[src/rtl/mem_port_arbiter_pkg.sv]
// Shared types and defaults for the instruction-fetch / data-stage memory port arbiter.
package mem_port_arbiter_pkg;

    typedef enum logic [1:0] {
        OWN_NONE = 2'd0,
        OWN_IF   = 2'd1,
        OWN_DM   = 2'd2
    } owner_e;

    localparam int unsigned STARVE_LIMIT_DEF = 32'd3;

endpackage

[src/rtl/mem_port_arbiter_starve_counter.sv]
// Saturating count of consecutive fetch denials; at_limit forces the next fetch to win.
module arb_starve_counter
    import mem_port_arbiter_pkg::*;
#(
    parameter int unsigned LIMIT = STARVE_LIMIT_DEF
) (
    input  logic clk,
    input  logic reset_n,
    input  logic inc,
    input  logic clr,
    output logic at_limit
);

    localparam int unsigned CNT_W = (LIMIT < 32'd1) ? 32'd1 : $clog2(LIMIT + 32'd1);
    localparam logic [CNT_W-1:0] LIM_C = CNT_W'(LIMIT);

    logic [CNT_W-1:0] cnt_r;
    logic [CNT_W-1:0] cnt_next_s;

    // next count: clear wins over increment, increment saturates at the limit
    always_comb begin
        cnt_next_s = cnt_r;
        if (clr) begin
            cnt_next_s = {CNT_W{1'b0}};
        end else if (inc && (cnt_r != LIM_C)) begin
            cnt_next_s = cnt_r + {{(CNT_W-1){1'b0}}, 1'b1};
        end else begin
            cnt_next_s = cnt_r;
        end
    end

    // count register
    always_ff @(posedge clk or negedge reset_n) begin
        if (!reset_n) begin
            cnt_r <= {CNT_W{1'b0}};
        end else begin
            cnt_r <= cnt_next_s;
        end
    end

    assign at_limit = (cnt_r == LIM_C);

endmodule

[src/rtl/mem_port_arbiter.sv]
// Two-requester arbiter for a single-port synchronous memory: data stage has priority,
// fetch is forced through after STARVE_LIMIT consecutive denials; responses return one cycle later.
module mem_port_arbiter
    import mem_port_arbiter_pkg::*;
#(
    parameter int unsigned ADDR_WIDTH   = 32'd32,
    parameter int unsigned DATA_WIDTH   = 32'd32,
    parameter int unsigned STARVE_LIMIT = STARVE_LIMIT_DEF
) (
    input  logic                  clk,
    input  logic                  reset_n,
    input  logic                  if_req,
    input  logic [ADDR_WIDTH-1:0] if_addr,
    output logic                  if_gnt,
    output logic                  if_valid,
    output logic [DATA_WIDTH-1:0] if_rdata,
    input  logic                  dm_req,
    input  logic                  dm_we,
    input  logic [ADDR_WIDTH-1:0] dm_addr,
    input  logic [DATA_WIDTH-1:0] dm_wdata,
    output logic                  dm_gnt,
    output logic                  dm_valid,
    output logic [DATA_WIDTH-1:0] dm_rdata,
    output logic                  mem_en,
    output logic                  mem_we,
    output logic [ADDR_WIDTH-1:0] mem_addr,
    output logic [DATA_WIDTH-1:0] mem_wdata,
    input  logic [DATA_WIDTH-1:0] mem_rdata
);

    owner_e owner_r;
    owner_e owner_next_s;
    logic   if_gnt_s;
    logic   dm_gnt_s;
    logic   at_limit_s;
    logic   starve_inc_s;
    logic   starve_clr_s;

    // grant decision; held in reset so requests presented during reset are ignored
    always_comb begin
        if_gnt_s = 1'b0;
        dm_gnt_s = 1'b0;
        if (!reset_n) begin
            if_gnt_s = 1'b0;
            dm_gnt_s = 1'b0;
        end else if (dm_req && !(if_req && at_limit_s)) begin
            dm_gnt_s = 1'b1;
        end else if (if_req) begin
            if_gnt_s = 1'b1;
        end else begin
            if_gnt_s = 1'b0;
            dm_gnt_s = 1'b0;
        end
    end

    // memory command mux follows the winner in the same cycle
    always_comb begin
        mem_addr  = if_addr;
        mem_wdata = dm_wdata;
        if (dm_gnt_s) begin
            mem_addr = dm_addr;
        end else begin
            mem_addr = if_addr;
        end
    end

    assign if_gnt = if_gnt_s;
    assign dm_gnt = dm_gnt_s;
    assign mem_en = if_gnt_s | dm_gnt_s;
    assign mem_we = dm_gnt_s & dm_we;

    // every denied fetch cycle counts; a grant or an idle fetch side restarts the count
    assign starve_inc_s = if_req & ~if_gnt_s;
    assign starve_clr_s = ~starve_inc_s;

    arb_starve_counter #(
        .LIMIT (STARVE_LIMIT)
    ) u_starve (
        .clk      (clk),
        .reset_n  (reset_n),
        .inc      (starve_inc_s),
        .clr      (starve_clr_s),
        .at_limit (at_limit_s)
    );

    // owner of the response returning next cycle
    always_comb begin
        owner_next_s = OWN_NONE;
        case ({dm_gnt_s, if_gnt_s})
            2'b10:   owner_next_s = OWN_DM;
            2'b01:   owner_next_s = OWN_IF;
            default: owner_next_s = OWN_NONE;
        endcase
    end

    // owner register; reset drops any response still in flight
    always_ff @(posedge clk or negedge reset_n) begin
        if (!reset_n) begin
            owner_r <= OWN_NONE;
        end else begin
            owner_r <= owner_next_s;
        end
    end

    assign if_valid = (owner_r == OWN_IF);
    assign dm_valid = (owner_r == OWN_DM);
    assign if_rdata = mem_rdata;
    assign dm_rdata = mem_rdata;

endmodule

[config.mk]
export PLATFORM = sky130hd
export DESIGN_NAME = mem_port_arbiter
export DESIGN_NICKNAME = d
export VERILOG_FILES = /design/src/rtl/mem_port_arbiter_pkg.sv /design/src/rtl/mem_port_arbiter_starve_counter.sv /design/src/rtl/mem_port_arbiter.sv
export SDC_FILE = /design/constraint.sdc
export NUM_CORES = 1
export LEC_CHECK = 0
export ABC_CLOCK_PERIOD_IN_PS = 3900
export CAP_MARGIN = 0
export CORE_AREA = 8 8 97 99
export DETAILED_ROUTE_END_ITERATION = 6
export DIE_AREA = 0 0 105 107
export GPL_ROUTABILITY_DRIVEN = 0
export PLACE_DENSITY = 0.74
export SLEW_MARGIN = 20
export SYNTH_ARGS = -nofsm -noshare
export SYNTH_HDL_FRONTEND = slang
export SYNTH_SLANG_ARGS = --single-unit
[constraint.sdc]
create_clock -name clk -period 3.9 [get_ports clk]
set_input_delay 1.17 -clock clk [delete_from_list [all_inputs] [get_ports clk]]
set_output_delay 1.17 -clock clk [all_outputs]
set_load 0.01 [all_outputs]
==> flow_results.org, run 1 <==
** Timing
- Setup repair after global routing missed its margin :: no
- Clock Skew :: ~0.0014 ns
- Normalized max-slew margin :: 81.4%
- Setup slack on the critical path of the routed design comes to 0.149 ns.
- Setup violations, final :: 0
- The final number of max-transition violations was 0.
- Final period demand of the worst path :: 3.75 ns
- At the pin with the least slew margin, the transition time is 0.280 ns.
- Max Clk Rate :: 267 MHz
- Post-route clock period utilization :: 96.2%
- In the final timing run, aggregate negative setup slack is 0 ns.
- The number of hold-slack violations in the final timing report came to 0.

** Power
- Net switching is 26.1% of the power.
- Dividing total power by cell area gives a power density of 173 mW/mm2.
- Worst VDD drop :: 62.7 uV
- Combinational cells account for 60.5% of the total power.
- In this run, flip-flops and latches consume ~14% of the power.
- Final Total Pwr :: 0.000338 W
- Summed over all cells, the static leakage comes to around 0.77 nW.
- Share of power burned in the clock network :: around a quarter
- The analysis attributes to net switching a power of 0.0000882 W.
- The internal portion of the total power is 0.000250 W.

** Clock tree
- The tree is rooted in a sky130_fd_sc_hd__clkbuf_8.
- Counting the buffers created by CTS gives 3.
- After clock tree synthesis, the clock-pin slew on the worst setup and hold paths is 0.03 ns.
- Buffer depth of the longest clock path :: 2
- Htree depth :: 1
- Counting every sink on the clock net gives 4.
- Hold bufs inserted after CTS :: 0
- The clock reaches the later pin of the worst-skew pair after 0.22 ns.
- TritonCTS clock tree :: done

** Placement
- The count of buffers added on input and output ports is 106.
- Setup Slack @ Placement :: -0.290 ns
- Once placement finished, the instance area stood at 0.00184 mm2.
- After detailed placement, the design holds a cell count of 270.
- Half-perimeter wire length of the detailed placement result :: 3830 um

** Critical path
- At the worst endpoint, the required time is 2.73 ns.
- STA classifies the critical path startpoint as an input pin.
- At the worst endpoint, the arrival time is 2.58 ns.
- Type of the worst setup path :: in -> out
- In this run the worst path has a maximum fanout of 12.
- Measured in cells, the most critical reg-to-reg path has a length of 4.
- The worst setup path is captured at an output port.

** Logic synthesis
- A synthesized cell averages 8.78 um2.
- During synthesis, Yosys emitted a total of 0 warnings.
- Synthesis inferred 4 register bits.
- Count of mapped cells out of synthesis :: 154
- After synthesis the cells add up to 0.00135 mm2.
- Sequential cells were found to cover 7.40% of the synthesized design area.
- Synth cell types :: 19
- When the netlist entered floorplanning its net count stood at around 290.

** Drt
- The final route contains 960 vias.
- Routed vias/inst :: 3.47
- For this run, the detailed router's first-pass iteration total came to 3.
- First-iteration detailed-routing DRC count :: 30
- Highest signal layer in the routed design :: met4
- After detailed routing, the number of remaining DRC violations is 0.
- After detailed routing, the met3 layer carries 574 um of wire.
- In the detailed route, the total length drawn on met2 is 2380 um.
- After detailed routing, the wire length on met1 is 1390 um.
- Post-DR wirelength/cell :: 16.4 um
- Antenna-violating nets left :: 0
- Total Routed Length :: 4540 um

** Finish
- After routing the design area is 0.00195 mm2.
- For this run, the post-layout net count is 308.
- Fraction of final layout cells with drive strength greater than 1 :: 34.9%
- The multi-input combinational cells in the finished layout cover a total of 495 um2.
- In the layout the commonest cells are 71 x sky130_fd_sc_hd__clkdlybuf4s50_1, 32 x sky130_fd_sc_hd__mux2_2, 13 x sky130_fd_sc_hd__dlygate4sd2_1.
- Counting the fill cells in the layout gives 864.
- N_diodes :: 0
- Storage cell area :: roughly 100 um2
- Leading cell type in the layout, fill and taps excluded :: sky130_fd_sc_hd__clkdlybuf4s50_1
- Non-filler cells, final :: between 200 and 300
- Compared with the post-synthesis result, the final layout area differs by 44.4%.

** Die
- The total area inside the core boundary comes to 0.00793 mm2.
- Once the floorplan was initialized, standard cells occupied about 17% of the core.
- In this run the core area contains 33 standard-cell rows.
- Width of the die :: 105 um
- Total I/O pin count :: approximately 270
- The die covers 0.0112 mm2.
- The die is 107 um tall.

** Hold path
- Counting instances, the worst hold path has a depth of 2.
- Worst min path class :: reg -> reg

** Global route
- Number of global-route vias before repair :: about 1,200
- The first global-routing pass estimated 6850 um of wire.
- Global routing used 7.54% of the available tracks across all layers.
- Global routing finished with a remaining overflow of 0.
- Antenna violations before repair :: 0
- Pin count of the biggest net entering global routing :: 13

** Job
- The tool flagged a number of max-cap violations equal to 0.

** Run status
- The run finished with clean final reports.
==> metrics by stage <==
step           hold WS (ns)  util, %
2_1_floorplan         0.623        -
3_3_place_gp          0.641     23.2
3_5_place_dp          0.652     23.2
4_1_cts               0.660     24.6
5_1_grt               0.715     24.6
6_report              0.661     24.6
==> routing by layer <==
layer / GRT usage (%) / vias to the layer above
met4: 4.99 / 0
met5: 0 / -
li1: - / 442
met2: 13.3 / 70
met1: 6.70 / 418
met3: 3.84 / 30
==> critical path, cell delays in order <==
cell and delay, ns:
sky130_fd_sc_hd__dlygate4sd2_1 0.28, sky130_fd_sc_hd__a21oi_4 0.20, sky130_fd_sc_hd__buf_6 0.13, sky130_fd_sc_hd__buf_12 0.10
sky130_fd_sc_hd__buf_12 0.13, sky130_fd_sc_hd__mux2_2 0.35, sky130_fd_sc_hd__clkdlybuf4s15_2 0.23
==> power groups by stage <==
stage	Sequential, W	Combinational [W]	Clock (W)
2_1_floorplan	0.0000473	0.000172	0
3_3_place_gp	0.0000474	0.000207	0
3_5_place_dp	0.0000477	0.000209	0
4_1_cts	0.0000472	0.000209	0.0000882
5_1_grt	0.0000481	0.000220	0.0000948
6_report	0.0000473	0.000205	0.0000863
==> logic make-up (layout without fill, tap and decap cells) <==
group | after synthesis | count (layout) | share of synthesized area [%]
xor+xnor | 1 | 1 | 0.648
flops | 4 | 4 | 7.40
buf+inv | 100 | 118 | 56.2
fa+ha+maj | 1 | 1 | 0.925
mux | 33 | 33 | 27.4
compound gates | 5 | 5 | 2.96
simple gates | 10 | 10 | 4.53
==> state kept, by name, indices dropped and copies added (netlist names) <==
register / cells
owner_r: 2
u_starve.cnt_r: 2
==> synthesized netlist by cell type <==
master / number / area [um2]
sky130_fd_sc_hd__a21oi_1: 1 / 5.00
sky130_fd_sc_hd__a21oi_4: 1 / 16.3
sky130_fd_sc_hd__and2_1: 3 / 18.8
sky130_fd_sc_hd__and3_1: 2 / 12.5
sky130_fd_sc_hd__buf_2: 1 / 5.00
sky130_fd_sc_hd__buf_4: 96 / 721
sky130_fd_sc_hd__buf_6: 3 / 33.8
sky130_fd_sc_hd__dfrtp_1: 4 / 100
sky130_fd_sc_hd__ha_1: 1 / 12.5
sky130_fd_sc_hd__mux2_2: 32 / 360
sky130_fd_sc_hd__mux2i_1: 1 / 10.0
sky130_fd_sc_hd__nand2_1: 1 / 3.75
sky130_fd_sc_hd__nand2b_1: 1 / 6.26
sky130_fd_sc_hd__nand3b_1: 1 / 7.51
sky130_fd_sc_hd__nor2b_1: 2 / 12.5
sky130_fd_sc_hd__o21a_1: 1 / 7.51
sky130_fd_sc_hd__o21ai_0: 1 / 5.00
sky130_fd_sc_hd__o22ai_1: 1 / 6.26
sky130_fd_sc_hd__xor2_1: 1 / 8.76
==> layout make-up <==
cell class,count,share of cell area (%)
timing repair buffer,115,60.7
clock buffer,3,2.11
tap,105,6.73
sequential,4,5.12
multi-input combinational,50,25.4
==> worst paths after layout <==
check / to / startpoint / slack [ns]
min: u_starve.cnt_r[0]$_DFFE_PN0P_ / u_starve.cnt_r[0]$_DFFE_PN0P_ / 0.66
min reg2reg: u_starve.cnt_r[0]$_DFFE_PN0P_ / u_starve.cnt_r[0]$_DFFE_PN0P_ / 0.66
max reg2reg: u_starve.cnt_r[0]$_DFFE_PN0P_ / u_starve.cnt_r[0]$_DFFE_PN0P_ / 2.65
max: mem_addr[16] / if_req / 0.15
min in group asynchronous: u_starve.cnt_r[0]$_DFFE_PN0P_ / reset_n / 1.01
max in group asynchronous: owner_r[0]$_DFF_PN0_ / reset_n / 2.77
==> repair_timing <==
action | 4_1_cts | 5_1_grt
buffers inserted | 3 | 0
resized for setup | 80 | 0
endpoints found under the setup margin | 33 | 0
Note: power is estimated with default switching activity, not from simulation.
==> run 2: changes to the inputs <==
--- a/config.mk
+++ b/config.mk
@@ -11,6 +11,7 @@
 export DETAILED_ROUTE_END_ITERATION = 6
 export DIE_AREA = 0 0 105 107
 export GPL_ROUTABILITY_DRIVEN = 0
+export HOLD_SLACK_MARGIN = 0.15
 export PLACE_DENSITY = 0.74
 export SLEW_MARGIN = 20
 export SYNTH_ARGS = -nofsm -noshare
==> results of run 2 <==
The final DEF is identical to that of run 1; final timing and power are the same.
==> run 3: changes to the inputs <==
--- a/config.mk
+++ b/config.mk
@@ -13,6 +13,7 @@
 export GPL_ROUTABILITY_DRIVEN = 0
 export HOLD_SLACK_MARGIN = 0.15
 export PLACE_DENSITY = 0.74
+export SETUP_SLACK_MARGIN = 0.3
 export SLEW_MARGIN = 20
 export SYNTH_ARGS = -nofsm -noshare
 export SYNTH_HDL_FRONTEND = slang
==> run 3 against run 2 <==
  * Sequential share of layout area is essentially flat
  * Worst hold slack gained 0.0011 ns
  * Cell count grew 1.4%
  * Fmax rose by 5.3%
  * Die area unchanged
  * Total power up 4.1%
  * Highest routed layer unchanged
==> flow_results.org, run 3 (synthesis gave the netlist of run 1 again) <==
** Run status
- The flow ran to the end, and the final reports show no timing, DRC or antenna violations.

** Placement
- The instance area after placement was 0.00184 mm2 (unchanged).
- Setup Slack @ Placement :: -0.290 ns (unchanged)
- Half-perimeter wire length of the detailed placement result :: 3830 um (unchanged)
- The number of I/O port buffers was 106 (unchanged).
- Number of cells after detailed placement :: 270 (unchanged)

** Clock tree
- Htree depth :: 1 (unchanged)
- The tree is rooted in a sky130_fd_sc_hd__clkbuf_8.
- The clock-pin slew on the worst setup and hold paths came to 0.03 ns (about the same).
- Clock Sink Count :: 4 (unchanged)
- Clock buffer count from CTS :: 3 (unchanged)
- The clock latency on the worst-skew pair is 0.22 ns (about the same).
- Buffer depth of the longest clock path :: 2 (unchanged)
- TritonCTS clock tree :: done

** Drt
- The number of remaining DRC errors is 0 (unchanged).
- First-iteration detailed-routing DRC count :: 21 (-30%)
- First-pass DRT Iterations :: 3 (unchanged)
- The average wire length per cell after detail routing was 17.1 um (+4.7%).
- The total wire length is 4820 um (+6.2%).
- Routed vias/inst :: 3.58 (+3.2%)
- The total via count in the routed design was 1,005 (+4.7%).
- The number of antenna-violating nets in the routed design is 0 (unchanged).

** Critical path
- The maximum fanout encountered on the critical timing path was 12 (unchanged).
- Critical-path cell list :: buf_2 > nand2_2 > a21oi_4 > buf_4 > buf_12 > buf_16 > mux2_2 > clkdlybuf4s15_2
- The worst setup path is launched from an input pin.
- The stage delay of the slowest cell on the critical path is 0.33 ns (-0.02 ns).
- Worst Reg2Reg Path Length in Cells :: 4 (unchanged)
- Slowest-stage cell, CP :: sky130_fd_sc_hd__mux2_2
- Critical path data required time :: 2.73 ns (about the same)
- The arrival time at the worst endpoint was 2.39 ns (-0.19 ns).
- Type of the worst setup path :: in -> out
- STA classifies the critical path endpoint as an output port.

** Die
- The starting utilization of the core area was 17.1% (unchanged).
- The x dimension of the die was 105 um (unchanged).
- The area of the core region came to 0.00793 mm2 (unchanged).
- Total number of placement rows :: 33 (unchanged)
- The I/O pin count is 267 (unchanged).
- Overall die height :: 107 um (unchanged)
- Area of the die :: 0.0112 mm2 (unchanged)

** Finish
- Non-Filler Cell Area, Final :: 0.00197 mm2 (+0.77%)
- The share of cells above drive strength 1 came to 48.3% (+13 points).
- The number of cells in the finished layout apart from fillers was 281 (+1.4%).
- Commonest cells after routing, fill and taps aside :: 69 x sky130_fd_sc_hd__clkdlybuf4s50_1, 25 x sky130_fd_sc_hd__mux2_2, 15 x sky130_fd_sc_hd__buf_2
- The largest registers in the layout are owner_r: 2 flops, u_starve.cnt_r: 2 flops.
- The antenna diode count was 0 (unchanged).
- Layout-stage area growth over the synthesis result :: 45.5%
- Final-layout fill cell count :: 859 (-0.58%)
- Leaving out fill and tap cells, the most frequent cell in the layout is sky130_fd_sc_hd__clkdlybuf4s50_1.
- NumNets Final :: 312 (+1.3%)

** Timing
- The setup clock skew after layout was 0.00140 ns (-0.0000000100 ns).
- The maximum clock frequency was 281 MHz (+5.3%).
- The number of hold-slack violations in the final timing report was 0 (unchanged).
- Pin slew with the least headroom to its limit :: 0.280 ns (+0.000277 ns)
- Final hold slack :: 0.662 ns (+0.00105 ns)
- Normalized max-slew margin :: 81.3% (about the same)
- The post-route clock period utilization is 91.3% (-4.9 points).
- Count of final max-slew check failures :: 0 (unchanged)
- Setup repair after global routing missed its margin :: yes
- Setup violations, final :: 0 (unchanged)
- The clock period minus worst slack is 3.56 ns (-0.190 ns).
- The slack of the critical path is 0.338 ns (+0.190 ns).

** Global route
- First-pass GRT wire length :: 7200 um (+5.1%)
- The initial antenna violation count is 0 (unchanged).
- Number of global-route vias before repair :: 1,212 (+2.4%)
- Pin count of the biggest net entering global routing :: 13 (unchanged)
- Aggregate global-route resource usage :: 7.99% (+0.45 points)
- The total global routing overflow was 0 (unchanged).

** Power
- Static leakage power :: 0.838 nW (+9.2%)
- The power density normalized to cell area is 179 mW/mm2 (+3.3%).
- The maximum ir drop on the vdd rail was 65.8 uV (+5.0%).

** Job
- The count of maximum capacitance violations was 0 (unchanged).

** Hold path
- The worst hold path depth is 2 (unchanged).
- The min-delay analysis places its worst path in the category reg -> reg.
run 3: changes by cell type in the layout (fill, tap and decap cells not counted), moves of 2 or more:
| cell | delta |
|---|---|
| sky130_fd_sc_hd__buf_2 | +12 |
| sky130_fd_sc_hd__dlygate4sd2_1 | -12 |
| sky130_fd_sc_hd__clkbuf_2 | +10 |
| sky130_fd_sc_hd__clkdlybuf4s15_1 | -8 |
| sky130_fd_sc_hd__clkdlybuf4s15_2 | -8 |
| sky130_fd_sc_hd__buf_6 | +7 |
| sky130_fd_sc_hd__mux2_2 | -7 |
| sky130_fd_sc_hd__mux2_4 | +7 |
| sky130_fd_sc_hd__buf_16 | +2 |
| sky130_fd_sc_hd__clkdlybuf4s50_1 | -2 |
run 3: through the flow:
stage / total power (W) / setup TNS [ns] / util [%]
floorplan: 0.000219 / 0 / -
global placement: 0.000254 / -8.32 / 23.2
detailed placement: 0.000257 / -8.53 / 23.2
CTS: 0.000364 / 0 / 25.6
global route: 0.000377 / 0 / 24.8
finish: 0.000352 / 0 / 24.8
run 3: where the power goes:
group	switching, W	total [W]	internal [W]	leakage [nW]
registers	0.00000215	0.0000473	0.0000452	0.0524
clock network	0.0000206	0.0000863	0.0000657	0.0216
logic	0.0000710	0.000219	0.000148	0.764
run 3: path summary, 6_finish.rpt:
kind,start,to,slack (ns)
max,dm_req,mem_addr[12],0.34
min,u_starve.cnt_r[0]$_DFFE_PN0P_,u_starve.cnt_r[0]$_DFFE_PN0P_,0.66
max reg2reg,u_starve.cnt_r[0]$_DFFE_PN0P_,u_starve.cnt_r[0]$_DFFE_PN0P_,2.65
min reg2reg,u_starve.cnt_r[0]$_DFFE_PN0P_,u_starve.cnt_r[0]$_DFFE_PN0P_,0.66
max in group asynchronous,reset_n,owner_r[0]$_DFF_PN0_,2.91
min in group asynchronous,reset_n,u_starve.cnt_r[0]$_DFFE_PN0P_,0.87
run 3: worst max-delay path: cells and delay by family:
kind	cells	cell delay, ns
AOI/OAI and AO/OA	1	0.13
and+or+nand+nor	1	0.07
muxes	1	0.33
buffers and inverters	5	0.69
run 3: timing repair:
item                                    4_1_cts  5_1_grt
setup buffers                                 5        0
endpoints found under the setup margin       36       18
pin swaps                                     2        0
hold buffers                                  0        0
gates cloned                                  3        0
gates resized for setup                     135       17
run 3: routing by layer:
| layer | global-route usage, % | routed length [um] |
|---|---|---|
| met1 | 7.68 | 1540 |
| met2 | 13.9 | 2530 |
| met3 | 3.54 | 549 |
| met4 | 4.99 | 192 |
| met5 | 0 | 0 |
run 3: cell type report:
class / count / area (um2) / share of cell area (%)
clock buffers: 3 / 41.3 / 2.10
multi-input cells: 50 / 522 / 26.5
flip-flops and latches: 4 / 100 / 5.09
well taps: 105 / 131 / 6.68
repair buffers: 119 / 1170 / 59.6
